File: src/rtl/mux_scan_reader.sv
// mux_scan_reader: read side of the 8:1 bit-select multiplexer on the skin
// sensor lines. It walks the channel select 0..7, holds each address for
// SETTLE cycles and then samples the single mux output bit. The eight samples
// form one frame, which is offered downstream on a valid/ready handshake.
// The scan never stalls. A completed frame that cannot be published because
// the previous one is still unconsumed is dropped, and the sticky overrun
// flag records the drop.

module mux_scan_reader #(
    parameter int SETTLE = 2
) (
    input  logic       clk,
    input  logic       rst_n,
    input  logic       en,
    output logic [2:0] sel,
    input  logic       din,
    output logic [7:0] frame,
    output logic       frame_valid,
    input  logic       frame_ready,
    output logic       overrun,
    input  logic       overrun_clr,
    output logic       busy
);

    typedef enum logic [1:0] {
        ST_IDLE   = 2'd0,
        ST_SETTLE = 2'd1,
        ST_SAMPLE = 2'd2
    } state_t;

    // The settle counter runs 0..SETTLE-1, so 4 bits cover the full 1..15 range.
    localparam logic [3:0] CNT_LAST = 4'(SETTLE - 1);

    state_t     r_state;
    logic [3:0] r_settleCnt;
    logic [2:0] r_sel;
    logic [7:0] r_shadow;
    logic [7:0] r_frame;
    logic       r_frameValid;
    logic       r_overrun;
    logic       r_busy;

    logic       w_lastChannel;
    logic       w_accept;
    logic       w_canPublish;
    logic [7:0] w_candidate;

    // Channel 7 closes a frame. Its bit comes straight from din because the
    // shadow register only takes that bit at the same clock edge.
    assign w_lastChannel = (r_sel == 3'd7);
    assign w_accept      = r_frameValid & frame_ready;
    assign w_canPublish  = ~r_frameValid | frame_ready;
    assign w_candidate   = {din, r_shadow[6:0]};

    // Scan sequencer: state, channel select, sample shadow, frame handshake and overrun flag.
    always_ff @(posedge clk or negedge rst_n) begin
        if (!rst_n) begin
            r_state      <= ST_IDLE;
            r_settleCnt  <= 4'd0;
            r_sel        <= 3'd0;
            r_shadow     <= 8'd0;
            r_frame      <= 8'd0;
            r_frameValid <= 1'b0;
            r_overrun    <= 1'b0;
            r_busy       <= 1'b0;
        end else begin
            // A consumed frame retires first. A publish in the same cycle overrides the retire below.
            if (w_accept) begin
                r_frameValid <= 1'b0;
            end
            // A clear is applied first so that a drop in the same cycle still sets the flag.
            if (overrun_clr) begin
                r_overrun <= 1'b0;
            end

            case (r_state)
                ST_IDLE: begin
                    r_sel <= 3'd0;
                    if (en) begin
                        r_state     <= ST_SETTLE;
                        r_settleCnt <= 4'd0;
                        r_busy      <= 1'b1;
                    end
                end

                ST_SETTLE: begin
                    if (r_settleCnt == CNT_LAST) begin
                        r_state <= ST_SAMPLE;
                    end else begin
                        r_settleCnt <= r_settleCnt + 4'd1;
                    end
                end

                ST_SAMPLE: begin
                    r_shadow[r_sel] <= din;
                    if (w_lastChannel) begin
                        if (w_canPublish) begin
                            r_frame      <= w_candidate;
                            r_frameValid <= 1'b1;
                        end else begin
                            r_overrun <= 1'b1;
                        end
                    end
                    if (en) begin
                        r_sel       <= r_sel + 3'd1;
                        r_state     <= ST_SETTLE;
                        r_settleCnt <= 4'd0;
                    end else begin
                        r_sel    <= 3'd0;
                        r_shadow <= 8'd0;
                        r_state  <= ST_IDLE;
                        r_busy   <= 1'b0;
                    end
                end

                default: begin
                    r_state <= ST_IDLE;
                    r_busy  <= 1'b0;
                end
            endcase
        end
    end

    assign sel         = r_sel;
    assign frame       = r_frame;
    assign frame_valid = r_frameValid;
    assign overrun     = r_overrun;
    assign busy        = r_busy;

endmodule

File: config.mk
export PLATFORM = sky130hd
export DESIGN_NAME = mux_scan_reader
export DESIGN_NICKNAME = d
export VERILOG_FILES = /design/src/rtl/mux_scan_reader.sv
export SDC_FILE = /design/constraint.sdc
export NUM_CORES = 1
export LEC_CHECK = 0
export ABC_AREA = 1
export ABC_CLOCK_PERIOD_IN_PS = 2800
export CELL_PAD_IN_SITES_DETAIL_PLACEMENT = 1
export CELL_PAD_IN_SITES_GLOBAL_PLACEMENT = 2
export CORE_UTILIZATION = 33
export DETAILED_ROUTE_END_ITERATION = 8
export DONT_BUFFER_PORTS = 1
export PLACE_DENSITY = 0.81
export SYNTH_ARGS = -nofsm -noshare
export SYNTH_HDL_FRONTEND = slang
export SYNTH_SLANG_ARGS = --single-unit
File: constraint.sdc
create_clock -name clk -period 2.8 [get_ports clk]
set_input_delay 0.84 -clock clk [delete_from_list [all_inputs] [get_ports clk]]
set_output_delay 0.84 -clock clk [all_outputs]
set_load 0.03 [all_outputs]
---- After elaboration in Yosys (flattened, before gate mapping) ----
Index checks and enable logic that the tools add are counted.
operators by class
  $add $sub $neg .......................... 2
  bitwise operators ....................... 4
  equality and inequality tests ........... 9
  reduce and logical (&&, ||, !) cells .... 9
  mux-type cells .......................... 24
  order comparisons ....................... 2
operators with widths
  cell                 count
  $mux 1               12
  $reduce_and 3->1     3
  $bwmux 8             1
  $mux 4               2
  $mux 8               1
  $ne 2x2->1 const B   4
  $pmux 4 s2           1
  $pmux 2 s3           1
  $pmux 3 s2           1
  $add 4x1->4 const B  1
  $eq 4x1->1 const B   1
  $lt 3x4->1 const B   1
  $mux 2               2
  $reduce_bool 2->1    2
  $add 3x1->3 const B  1
  $demux 1 s3          1
  $eq 3x3->1 const B   1
  $ge 3x1->1 const B   1
  $mux 3               1
  $pmux 1 s3           1
  $eq 2x1->1 const B   1
  $eq 2x2->1 const B   1
  $logic_not 2->1      1
  $ne 2x1->1 const B   1
  6 further kinds      7
storage, ports and cells
  output and inout port bits .............. 14
  word-level logic and storage cells ...... 58
  bits in registers ....................... 28

---- Longest topological paths before layout ----
Gate-level depths: netlist of the first run.
  depth after elaboration ................. 6
  mapped depth ............................ 7
  depth with buffers taken out ............ 7

---- Worst setup path after synthesis of the first run ----
No wires, ideal clock.
  path kind ............................... register -> register
  start point ............................. reg r_sel[0] (netlist: sel[0])
  end point ............................... reg r_frame[0] (netlist: frame[0])
  setup slack ............................. 1326 ps
  stages on the path, launching flop included .. 7
  period minus slack after synthesis ...... 1474 ps
  buffers on the path ..................... 1
  arrival ................................. 1356 ps
  cell sequence ........................... dfrtp_1 -> ha_1 -> ha_1 -> nand3_4 -> buf_6 -> nand2_2 -> o21ai_2
between the ends
  word-level cells in the longest chain between the ends .. 2
RTL lines
  element                            RTL line  source
  start, declared                    36        logic [2:0] r_sel;
  start signal, assigned             105       r_sel <= r_sel + 3'd1;
  $eq 3x3->1                         50        assign w_lastChannel = (r_sel == 3'd7);
  $reduce_and 3->1 (no source line)  n/a
  end signal, assigned               98        r_frame <= w_candidate;
  end, declared                      38        logic [7:0] r_frame;
No other way between the ends.
A chain may end at the register's enable or synchronous reset.

---- Worst setup path in the final report of the first run ----
  start point ............................. reg r_sel[0] (netlist: sel[0])
  end point ............................... out sel[0]
RTL lines
  element        RTL line  source
  end, declared  15        output logic [2:0] sel,
No word-level cell between the ends.

==> metrics.txt, run 1 <==
# TYPE chip_impl_metric gauge
chip_impl_metric{name="area.sequential",unit="µm²"} 675.6
chip_impl_metric{name="place.detailed.hpwl",unit="µm"} 2166
chip_impl_metric{name="wire_per_inst",unit="µm"} 13.61
chip_impl_metric{name="clkTransAtPathRegs",unit="ps"} 100
chip_impl_metric{name="worstPathArrival",unit="ps"} 930
chip_impl_info{name="clockRootBuffer",value="clkbuf_8"} 1
chip_impl_metric{name="use_met3",unit="%"} 5.172
chip_impl_metric{name="number_of_global_route_vias_before_repair",unit=""} 1126
chip_impl_metric{name="synth.top_cell.area_share",unit="%"} 50.05
chip_impl_metric{name="drt_wl_total",unit="µm"} 2940
chip_impl_metric{name="detailed_place.area",unit="µm²"} 1386
chip_impl_metric{name="fmax",unit="MHz"} 566.5
chip_impl_metric{name="area.growth.synth_to_final",unit="%"} 6.116
chip_impl_metric{name="clock-sinks",unit=""} 27
chip_impl_metric{name="finalWeightedCongestion",unit=""} 0.7546
chip_impl_metric{name="synth-warning-count",unit=""} 0
chip_impl_metric{name="initial_core_utilization",unit="%"} 35.54
chip_impl_metric{name="num-nets-final",unit=""} 179
chip_impl_info{name="worst-setup-path-type",value="register to output pin"} 1
chip_impl_metric{name="peakVddDrop",unit="mV"} 0.1992
chip_impl_metric{name="postCtsHoldBufs",unit=""} 0
chip_impl_info{name="top_cell_type_by_total_area_after_synthesis",value="dfrtp_1"} 1
chip_impl_metric{name="gr-usage-met1",unit="%"} 20.41
chip_impl_metric{name="post_synth_num_cell_types",unit=""} 18
chip_impl_metric{name="setup_viol_count_final",unit=""} 0
chip_impl_metric{name="worst_pin_slew",unit="ps"} 474.5
chip_impl_metric{name="postSynthCellCount",unit=""} 167
chip_impl_metric{name="post_synth.cell_area_avg",unit="µm²"} 8.084
chip_impl_metric{name="number_of_antenna_violations_at_the_first_check_in_global_routing",unit=""} 0
chip_impl_info{name="synth.top_cells.by_area",value="dfrtp_1 (50%), nand2_1 (18%), inv_1 (8.1%)"} 1
chip_impl_metric{name="clock_tree.buffer_depth",unit=""} 2
chip_impl_metric{name="hold_viol_final",unit=""} 0
chip_impl_metric{name="die_h",unit="µm"} 65.96
chip_impl_metric{name="cts_htree_levels",unit=""} 1
chip_impl_metric{name="setup.reg_to_reg.worst_slack",unit="ps"} 1120
chip_impl_metric{name="worst_hold_slack",unit="ps"} 242.6
chip_impl_metric{name="finalCriticalPeriod",unit="ps"} 1765
chip_impl_info{name="grt-busiest-layer",value="met2"} 1
chip_impl_info{name="endpoint_kind",value="output pin"} 1
chip_impl_metric{name="critical_path_peak_fanout",unit=""} 8
chip_impl_info{name="critical_path.startpoint",value="sel[0]"} 1
chip_impl_metric{name="drv_cap",unit=""} 0
chip_impl_metric{name="design.die.area",unit="µm²"} 4351
chip_impl_metric{name="antenna-diode-count",unit=""} 0
chip_impl_info{name="status",value="finished, final reports clean"} 1
chip_impl_metric{name="multiInputGateArea",unit="µm²"} 538.0
chip_impl_info{name="timing.critical_path.from_type",value="register"} 1
chip_impl_metric{name="finClkSkew",unit="ps"} 5.476
chip_impl_metric{name="post_cts_resized",unit=""} 0
chip_impl_metric{name="total_grt_overflow",unit=""} 0
chip_impl_metric{name="fin_crit_sh",unit="%"} 63.05
chip_impl_metric{name="chipWidth",unit="µm"} 65.96
chip_impl_metric{name="final_core_util",unit="%"} 37.71
chip_impl_metric{name="synth-seq-area-share",unit="%"} 50.05
chip_impl_metric{name="floorplan.rows",unit=""} 22
chip_impl_metric{name="power_leakage",unit="µW"} 0.0007674
chip_impl_metric{name="remaining_drc_errors",unit=""} 0
chip_impl_metric{name="groute.layer.met2.usage",unit="%"} 25.00
chip_impl_metric{name="critical_path_required",unit="ps"} 1960
chip_impl_metric{name="drt_pre_antenna_iters",unit=""} 4
chip_impl_metric{name="placed_cells",unit=""} 212
chip_impl_metric{name="num-fill-cells",unit=""} 465
chip_impl_metric{name="io-pin-count",unit=""} 20
chip_impl_info{name="critical_path.reg2reg.startpoint",value="sel[0]"} 1
chip_impl_metric{name="total_grt_usage",unit="%"} 16.08
chip_impl_info{name="worstHoldPathType",value="input pin to async pin"} 1
chip_impl_metric{name="layout-drive-gt1-share",unit="%"} 11.31
chip_impl_metric{name="clkLatencyLatePin",unit="ps"} 280
chip_impl_metric{name="buffer_ports.inserted",unit=""} 0
chip_impl_metric{name="worst_slew_margin_rel",unit="%"} 68.37
chip_impl_metric{name="timing_max_transition_violations_final",unit=""} 0
chip_impl_metric{name="vias_per_cell",unit=""} 4.704
chip_impl_metric{name="cts_inserted_buffers",unit=""} 3
chip_impl_metric{name="power_per_cell_area",unit="nW/µm²"} 705.4
chip_impl_metric{name="post-cts-setup-buffers",unit=""} 0
chip_impl_metric{name="largest_net_degree_at_the_start_of_global_routing",unit=""} 28
chip_impl_metric{name="wire_length_of_the_first_global_routing_pass",unit="µm"} 5168
chip_impl_metric{name="netlist_area",unit="µm²"} 1350
chip_impl_metric{name="dr.first_iter.drc_count",unit=""} 34
chip_impl_metric{name="fin_tns_setup",unit="ps"} 0
chip_impl_info{name="unrepaired_setup_endpoints_after_global_routing",value="no"} 1
chip_impl_metric{name="worst_r2r_path_depth",unit=""} 5
chip_impl_metric{name="final_cell_area",unit="µm²"} 1433
chip_impl_metric{name="finalNonFillerCells",unit=""} 216
chip_impl_info{name="cts_tree",value="yes"} 1
chip_impl_metric{name="mappedNetlistNets",unit=""} 177
chip_impl_metric{name="crit_cells",unit=""} 0
chip_impl_metric{name="synth-seq-cells",unit=""} 27
chip_impl_metric{name="dr_total_vias",unit=""} 1016
chip_impl_info{name="r2r-end",value="frame[5]"} 1
chip_impl_metric{name="ant_nets",unit=""} 0
chip_impl_metric{name="core_area",unit="µm²"} 3799
-- layout by cell type, fill, tap and decap left out --
| cell type | n |
|---|---|
| nand2_1 | 66 |
| inv_1 | 29 |
| dfrtp_1 | 27 |
| nand3_1 | 12 |
| o21ai_2 | 8 |
| nor2_1 | 5 |
| ha_1 | 4 |
| nand2_2 | 3 |
| o21ai_0 | 3 |
| clkbuf_8 | 3 |
| nor2_4 | 2 |
| inv_2 | 1 |
| o22ai_1 | 1 |
| nand3_4 | 1 |
| nand4_1 | 1 |
| a21oi_1 | 1 |
| clkinv_2 | 1 |
-- worst max path at each step --
stage / end / slack, ps
final: sel[0] / 1030
after CTS: sel[2] / 1020
after global placement: frame[4] / 1210
after detailed placement: frame[5] / 1100
after floorplan: frame[0] / 1330
after global routing: sel[2] / 1000
-- state kept, by name, indices dropped and copies added, names as in the netlist --
register	flops
busy	1
sel	3
r_state	2
r_settleCnt	4
overrun	1
r_shadow	7
frame_valid	1
frame	8
-- cells by family (layout without fill, tap and decap cells) --
family,after synthesis,after routing,share of synthesized area [%]
flops,27,27,50.05
simple gates,90,90,29.01
buf+inv,33,34,10.10
fa+ha+maj,4,4,3.707
compound gates,13,13,7.136
-- cell usage after synthesis --
cell type	count
o22ai_1	1
ha_1	4
nand3_1	12
buf_4	1
nand2_2	3
nand4_1	1
nor2_1	5
nor2_4	2
nand3_4	1
dfrtp_1	27
buf_6	1
a21oi_1	1
inv_2	1
nand2_1	66
o21ai_0	3
inv_1	29
buf_2	1
o21ai_2	8
-- routing by layer --
layer | vias up | wire [µm]
met4 | 0 | 46
met3 | 5 | 196
met5 | - | 0
met2 | 23 | 1288
met1 | 484 | 1408
li1 | 504 | -
-- power breakdown --
part	total, µW	switching, µW	internal (µW)
clock network	226	126	99.9
registers	537	91.7	445
logic	248	170	78.1
-- layout make-up --
type | instances | area share (%)
well taps | 48 | 4.192
clock buffers | 3 | 2.882
inverters | 30 | 7.860
flip-flops and latches | 27 | 47.16
multi-input cells | 107 | 37.55
clock inverters | 1 | 0.3493
-- through the flow --
step	setup slack [ps]	total power [µW]
after floorplan	1326	731.7
after global placement	1214	778.3
after detailed placement	1100	793.3
after CTS	1018	1028
after global routing	997.9	1095
final	1035	1011
(Power assumes the default switching activity.)
==> run 2, diff against run 1 <==
--- a/config.mk
+++ b/config.mk
@@ -6,13 +6,13 @@
 export NUM_CORES = 1
 export LEC_CHECK = 0
 export ABC_AREA = 1
-export ABC_CLOCK_PERIOD_IN_PS = 2800
+export ABC_CLOCK_PERIOD_IN_PS = 1600
 export CELL_PAD_IN_SITES_DETAIL_PLACEMENT = 1
 export CELL_PAD_IN_SITES_GLOBAL_PLACEMENT = 2
-export CORE_UTILIZATION = 33
+export CORE_UTILIZATION = 32
 export DETAILED_ROUTE_END_ITERATION = 8
 export DONT_BUFFER_PORTS = 1
-export PLACE_DENSITY = 0.81
+export PLACE_DENSITY = 0.82
 export SYNTH_ARGS = -nofsm -noshare
 export SYNTH_HDL_FRONTEND = slang
 export SYNTH_SLANG_ARGS = --single-unit
==> constraint.sdc (replaced) <==
create_clock -name clk -period 1.6 [get_ports clk]
set_input_delay 0.48 -clock clk [delete_from_list [all_inputs] [get_ports clk]]
set_output_delay 0.48 -clock clk [all_outputs]
set_load 0.03 [all_outputs]
==> metrics.txt, run 2 (synthesis results as in run 1) <==
# TYPE chip_impl_metric gauge
chip_impl_info{name="timing.critical_path.from_type",value="register"} 1
chip_impl_metric{name="fin_crit_sh",unit="%"} 83.95
chip_impl_info{name="crit_chain",value="buf_4"} 1
chip_impl_metric{name="place.detailed.hpwl",unit="µm"} 2082
chip_impl_info{name="cpMaxStageDelayCell",value="dfrtp_1"} 1
chip_impl_metric{name="worst_slew_margin_rel",unit="%"} 74.81
chip_impl_info{name="unrepaired_setup_endpoints_after_global_routing",value="no"} 1
chip_impl_metric{name="routed_length_on_met1",unit="µm"} 1163
chip_impl_metric{name="post-cts-setup-buffers",unit=""} 0
chip_impl_metric{name="setup.reg_to_reg.worst_slack",unit="ps"} 260
chip_impl_metric{name="power_per_cell_area",unit="nW/µm²"} 1206
chip_impl_metric{name="vias_per_cell",unit=""} 4.577
chip_impl_metric{name="wire_length_of_the_first_global_routing_pass",unit="µm"} 4912
chip_impl_metric{name="floorplan.rows",unit=""} 23
chip_impl_metric{name="buffer_ports.inserted",unit=""} 0
chip_impl_info{name="status",value="finished, final reports clean"} 1
chip_impl_metric{name="drt_pre_antenna_iters",unit=""} 4
chip_impl_metric{name="clkTransAtPathRegs",unit="ps"} 90
chip_impl_metric{name="peakVddDrop",unit="mV"} 0.5282
chip_impl_metric{name="num-nets-final",unit=""} 183
chip_impl_metric{name="worst_pin_slew",unit="ps"} 377.9
chip_impl_metric{name="clkLatencyLatePin",unit="ps"} 270
chip_impl_metric{name="largest_net_degree_at_the_start_of_global_routing",unit=""} 28
chip_impl_metric{name="dr.first_iter.drc_count",unit=""} 35
chip_impl_metric{name="flip_flop_count_of_the_largest_register_after_layout",unit=""} 8
chip_impl_metric{name="cts_htree_levels",unit=""} 1
chip_impl_metric{name="met2WireLength",unit="µm"} 1395
chip_impl_metric{name="worst-path-buf-inv",unit=""} 1
chip_impl_metric{name="finalWorstSetupSlack",unit="ps"} 256.8
chip_impl_metric{name="die_h",unit="µm"} 66.95
chip_impl_info{name="worstHoldPathType",value="input pin to async pin"} 1
chip_impl_metric{name="design.die.area",unit="µm²"} 4482
chip_impl_metric{name="drt_wl_total",unit="µm"} 2678
chip_impl_metric{name="initial_core_utilization",unit="%"} 33.51
chip_impl_metric{name="finalWeightedCongestion",unit=""} 0.7316
chip_impl_info{name="critical_path.top_delay_family",value="flip-flops"} 1
chip_impl_metric{name="fin_total_pwr",unit="µW"} 1781
chip_impl_metric{name="total_grt_usage",unit="%"} 14.75
chip_impl_metric{name="post_cts_resized",unit=""} 0
chip_impl_metric{name="critical_path_required",unit="ps"} 1120
chip_impl_metric{name="power_leakage",unit="µW"} 0.0007904
chip_impl_metric{name="number_of_antenna_violations_at_the_first_check_in_global_routing",unit=""} 0
chip_impl_info{name="endpoint_kind",value="output pin"} 1
chip_impl_info{name="worst-setup-path-type",value="register to output pin"} 1
chip_impl_metric{name="io-pin-count",unit=""} 20
chip_impl_metric{name="finalCriticalPeriod",unit="ps"} 1343
chip_impl_metric{name="core_area",unit="µm²"} 4029
chip_impl_metric{name="routed-wl-met3",unit="µm"} 74
chip_impl_metric{name="cts_inserted_buffers",unit=""} 3
chip_impl_info{name="clockRootBuffer",value="clkbuf_8"} 1
chip_impl_metric{name="number_of_global_route_vias_before_repair",unit=""} 1107
chip_impl_metric{name="dr_total_vias",unit=""} 1016
chip_impl_metric{name="area.growth.synth_to_final",unit="%"} 9.361
chip_impl_metric{name="setup_viol_count_final",unit=""} 0
chip_impl_metric{name="worstPathArrival",unit="ps"} 860
chip_impl_info{name="most_common_library_cell_in_the_layout_ignoring_fill_and_taps",value="nand2_1"} 1
chip_impl_metric{name="antenna-diode-count",unit=""} 0
chip_impl_info{name="layout_common_cells",value="nand2_1 (66), inv_1 (29), dfrtp_1 (27), nand3_1 (12), o21ai_2 (8)"} 1
chip_impl_metric{name="timing_max_transition_violations_final",unit=""} 0
chip_impl_metric{name="finClkSkew",unit="ps"} 2.290
chip_impl_metric{name="critical_path_peak_fanout",unit=""} 6
chip_impl_info{name="cts_tree",value="yes"} 1
chip_impl_metric{name="total_grt_overflow",unit=""} 0
chip_impl_metric{name="wire_per_inst",unit="µm"} 12.06
chip_impl_metric{name="remaining_drc_errors",unit=""} 0
chip_impl_metric{name="clock_tree.buffer_depth",unit=""} 2
chip_impl_metric{name="clock-sinks",unit=""} 27
chip_impl_metric{name="drv_cap",unit=""} 0
chip_impl_info{name="dr.max_layer_used",value="met4"} 1
chip_impl_metric{name="fmax",unit="MHz"} 744.5
chip_impl_metric{name="hold_viol_final",unit=""} 0
chip_impl_metric{name="layout-drive-gt1-share",unit="%"} 12.79
chip_impl_metric{name="fin_tns_setup",unit="ps"} 0
chip_impl_metric{name="pre_cts_ws",unit="ps"} 263.1
chip_impl_metric{name="crit_path_max_incr_delay",unit="ps"} 400
chip_impl_metric{name="ant_nets",unit=""} 0
chip_impl_metric{name="chipWidth",unit="µm"} 66.95
[run 2: cell count changes in the layout (fill, tap and decap cells not counted), sizes merged]
cell    before  now
clkbuf       3    4
buf          0    4
clkinv       1    0
[run 2: area by class of cell]
type,instances,area (µm²)
inverters,30,112.6
multi-input cells,107,538.0
clock buffers,4,45.04
repair buffers,4,42.54
well taps,50,62.56
fillers,505,2552
flip-flops and latches,27,675.6
[run 2: per-layer routing]
layer	vias to the layer above	global-route usage, %
met4	0	7.181
met2	11	27.15
met3	4	2.226
met1	487	16.21
met5	-	0
li1	514	-
[run 2: stage by stage]
stage	area, µm²	hold slack [ps]	util (%)	cells
floorplan	1350	184.4	-	167
global placement	1411	185.1	35.03	217
detailed placement	1411	185.0	35.03	217
CTS	1476	12.68	36.65	222
global route	1476	8.715	36.65	222
finish	1476	10.84	36.65	222
[run 2: final timing paths]
path,start,depth (start not counted),to
hold / removal,rst_n,1,frame[5]
max in group asynchronous,rst_n,1,r_shadow[2]
setup / recovery,sel[1],1,sel[1]
hold reg to reg,r_shadow[2],2,r_shadow[2]
setup reg to reg,r_state[0],4,frame[2]
min in group clk,overrun_clr,1,overrun
[run 2: timing repair]
item                                    4_1_cts  5_1_grt
endpoints found under the hold margin        27        0
endpoints found under the setup margin        0        0
hold buffers                                  1        0
[run 2: where the power goes]
part           internal, µW  switching (µW)  leakage [µW]  total [µW]
clock network           179             213     0.0000228         392
logic                   155             331      0.000403         486
registers               779             124      0.000365         903
==> run 3, diff against run 2 <==
--- a/config.mk
+++ b/config.mk
@@ -6,7 +6,7 @@
 export NUM_CORES = 1
 export LEC_CHECK = 0
 export ABC_AREA = 1
-export ABC_CLOCK_PERIOD_IN_PS = 1600
+export ABC_CLOCK_PERIOD_IN_PS = 1100
 export CELL_PAD_IN_SITES_DETAIL_PLACEMENT = 1
 export CELL_PAD_IN_SITES_GLOBAL_PLACEMENT = 2
 export CORE_UTILIZATION = 32
==> constraint.sdc (replaced) <==
create_clock -name clk -period 1.1 [get_ports clk]
set_input_delay 0.33 -clock clk [delete_from_list [all_inputs] [get_ports clk]]
set_output_delay 0.33 -clock clk [all_outputs]
set_load 0.03 [all_outputs]
==> metrics.txt, run 3 (synthesis results as in run 1) <==
# TYPE chip_impl_metric gauge
chip_impl_metric{name="core_area",unit="µm²"} 4029
chip_impl_metric{name="floorplan.rows",unit=""} 23
chip_impl_metric{name="fin_tns_setup",unit="ps"} -1263
chip_impl_metric{name="area.growth.synth_to_final",unit="%"} 39.67
chip_impl_metric{name="drt_pre_antenna_iters",unit=""} 4
chip_impl_metric{name="io-pin-count",unit=""} 20
chip_impl_metric{name="worst_hold_slack",unit="ps"} 136.2
chip_impl_metric{name="ant_nets",unit=""} 0
chip_impl_metric{name="worst_slew_margin_rel",unit="%"} 79.53
chip_impl_metric{name="dr_total_vias",unit=""} 1158
chip_impl_metric{name="critical_path_peak_fanout",unit=""} 6
chip_impl_metric{name="clkLatencyLatePin",unit="ps"} 280
chip_impl_metric{name="number_of_antenna_violations_at_the_first_check_in_global_routing",unit=""} 0
chip_impl_metric{name="finalCriticalPeriod",unit="ps"} 1219
chip_impl_metric{name="die_h",unit="µm"} 66.95
chip_impl_metric{name="fmax",unit="MHz"} 820.0
chip_impl_info{name="r2r-end",value="frame[7]"} 1
chip_impl_metric{name="buffer_ports.inserted",unit=""} 0
chip_impl_info{name="endpoint_kind",value="output pin"} 1
chip_impl_metric{name="total_grt_overflow",unit=""} 0
chip_impl_metric{name="detailed_place.area",unit="µm²"} 1530
chip_impl_metric{name="worst_pin_slew",unit="ps"} 306.3
chip_impl_info{name="timing.critical_path.to",value="sel[1]"} 1
chip_impl_metric{name="pwr-share-seq",unit="%"} 38.7
chip_impl_metric{name="power_report.internal_total",unit="µW"} 2062
chip_impl_metric{name="setup.reg_to_reg.worst_slack",unit="ps"} -90
chip_impl_metric{name="cts_inserted_buffers",unit=""} 3
chip_impl_metric{name="wire_length_of_the_first_global_routing_pass",unit="µm"} 5706
chip_impl_metric{name="setup_viol_count_final",unit=""} 28
chip_impl_metric{name="finClkSkew",unit="ps"} 5.577
chip_impl_metric{name="clock-sinks",unit=""} 27
chip_impl_metric{name="place.detailed.hpwl",unit="µm"} 2294
chip_impl_metric{name="layout-drive-gt1-share",unit="%"} 47.69
chip_impl_info{name="unrepaired_setup_endpoints_after_global_routing",value="yes"} 1
chip_impl_metric{name="worstPathArrival",unit="ps"} 890
chip_impl_metric{name="flip_flop_count_of_the_largest_register_after_layout",unit=""} 8
chip_impl_metric{name="clock_tree.buffer_depth",unit=""} 2
chip_impl_metric{name="design.die.area",unit="µm²"} 4482
chip_impl_metric{name="antenna-diode-count",unit=""} 0
chip_impl_metric{name="drv_cap",unit=""} 0
chip_impl_metric{name="remaining_drc_errors",unit=""} 0
chip_impl_metric{name="hold_viol_final",unit=""} 0
chip_impl_info{name="clockRootBuffer",value="clkbuf_8"} 1
chip_impl_metric{name="power_per_cell_area",unit="nW/µm²"} 1829
chip_impl_metric{name="final_cell_area",unit="µm²"} 1886
chip_impl_metric{name="initial_core_utilization",unit="%"} 33.51
chip_impl_metric{name="power.combinational.fraction",unit="%"} 44.0
chip_impl_info{name="timing.critical_path.from_type",value="register"} 1
chip_impl_metric{name="chipWidth",unit="µm"} 66.95
chip_impl_info{name="cpMaxStageDelayCell",value="dfrtp_2"} 1
chip_impl_metric{name="number_of_global_route_vias_before_repair",unit=""} 1223
chip_impl_metric{name="clkTransAtPathRegs",unit="ps"} 100
chip_impl_metric{name="finalWeightedCongestion",unit=""} 0.7640
chip_impl_metric{name="num-nets-final",unit=""} 206
chip_impl_info{name="violations",value="negative setup slack"} 1
chip_impl_metric{name="power.net_switching",unit="µW"} 1386
chip_impl_info{name="crit_chain",value="buf_6"} 1
chip_impl_metric{name="finalWorstSetupSlack",unit="ps"} -119.5
chip_impl_metric{name="worst_r2r_path_depth",unit=""} 5
chip_impl_metric{name="dr.first_iter.drc_count",unit=""} 32
chip_impl_info{name="worstHoldPathType",value="input pin to register"} 1
chip_impl_metric{name="crit_path_max_incr_delay",unit="ps"} 450
chip_impl_metric{name="clock_power_share",unit="%"} 17.3
chip_impl_metric{name="power_switching_share",unit="%"} 40.20
chip_impl_metric{name="critical_path_required",unit="ps"} 770
chip_impl_metric{name="vias_per_cell",unit=""} 4.727
chip_impl_metric{name="drt_wl_total",unit="µm"} 3732
chip_impl_metric{name="crit_cells",unit=""} 1
chip_impl_info{name="critical_path.startpoint",value="sel[1]"} 1
chip_impl_metric{name="worst-path-buf-inv",unit=""} 1
chip_impl_metric{name="pre_cts_ws",unit="ps"} -136.5
chip_impl_info{name="critical_path.top_delay_family",value="flip-flops"} 1
chip_impl_info{name="cts_tree",value="yes"} 1
chip_impl_metric{name="timing_max_transition_violations_final",unit=""} 0
chip_impl_metric{name="total_grt_usage",unit="%"} 17.52
chip_impl_info{name="status",value="complete, but fails checks"} 1
chip_impl_info{name="critical_path.reg2reg.startpoint",value="sel[0]"} 1
chip_impl_info{name="most_common_library_cell_in_the_layout_ignoring_fill_and_taps",value="nand2_1"} 1
chip_impl_metric{name="fin_crit_sh",unit="%"} 110.9
chip_impl_metric{name="peakVddDrop",unit="mV"} 1.107
chip_impl_info{name="worst-setup-path-type",value="register to output pin"} 1
chip_impl_metric{name="power_leakage",unit="µW"} 0.0009192
chip_impl_metric{name="cts_htree_levels",unit=""} 1
chip_impl_metric{name="wire_per_inst",unit="µm"} 15.23
chip_impl_metric{name="largest_net_degree_at_the_start_of_global_routing",unit=""} 28
chip_impl_info{name="layout_common_cells",value="nand2_1 (50), inv_1 (23), nand2_2 (15), dfrtp_2 (14)"} 1
[run 3: repair_timing]
item	4_1_cts	5_1_grt
endpoints found under the hold margin	27	0
buffers inserted	6	4
pin swaps	13	17
hold buffers	2	0
resized for setup	31	34
setup endpoints to repair	34	39
gates cloned	1	0
[run 3: power by group through the flow]
| stage | registers (µW) | clock network [µW] | logic (µW) |
|---|---|---|---|
| floorplan | 1350 | 0 | 524 |
| global placement | 1310 | 0 | 872 |
| detailed placement | 1320 | 0 | 923 |
| CTS | 1300 | 606 | 1140 |
| global route | 1350 | 649 | 1710 |
| finish | 1330 | 598 | 1520 |
[run 3: cell type report]
type / count / area [µm²]
repair buffers: 26 / 260.3
inverters: 30 / 117.6
clock inverters: 1 / 5.005
fillers: 482 / 2143
flip-flops and latches: 27 / 693.2
multi-input cells: 108 / 705.7
well taps: 50 / 62.56
clock buffers: 3 / 41.29
[run 3: worst register-to-register path, cell delays in order (launching register included)]
cell and delay [ps]:
dfrtp_2 420, ha_4 150, ha_4 180, nand3_4 160
nand2_2 110, o21ai_2 50
[run 3: worst min path at each step]
stage                       end  depth (start not counted)        start
finish                  overrun                          1  overrun_clr
global placement    r_shadow[5]                          0        rst_n
global route            overrun                          1  overrun_clr
detailed placement     frame[5]                          0        rst_n
floorplan                  busy                          0        rst_n
CTS                     overrun                          1  overrun_clr
[run 3: per-layer routing]
layer	vias to the layer above	share of wire (%)	GRT usage, %
met3	4	2.8	3.596
met5	-	0	0
met1	576	40	18.51
met2	14	56	32.83
met4	0	0.96	7.713
li1	564	-	-
[run 3: through the flow]
step	utilization [%]	cells	power, µW
CTS	43.29	242	3050
detailed placement	37.98	229	2245
global route	46.80	245	3707
global placement	37.98	229	2179
floorplan	-	167	1874
finish	46.80	245	3449
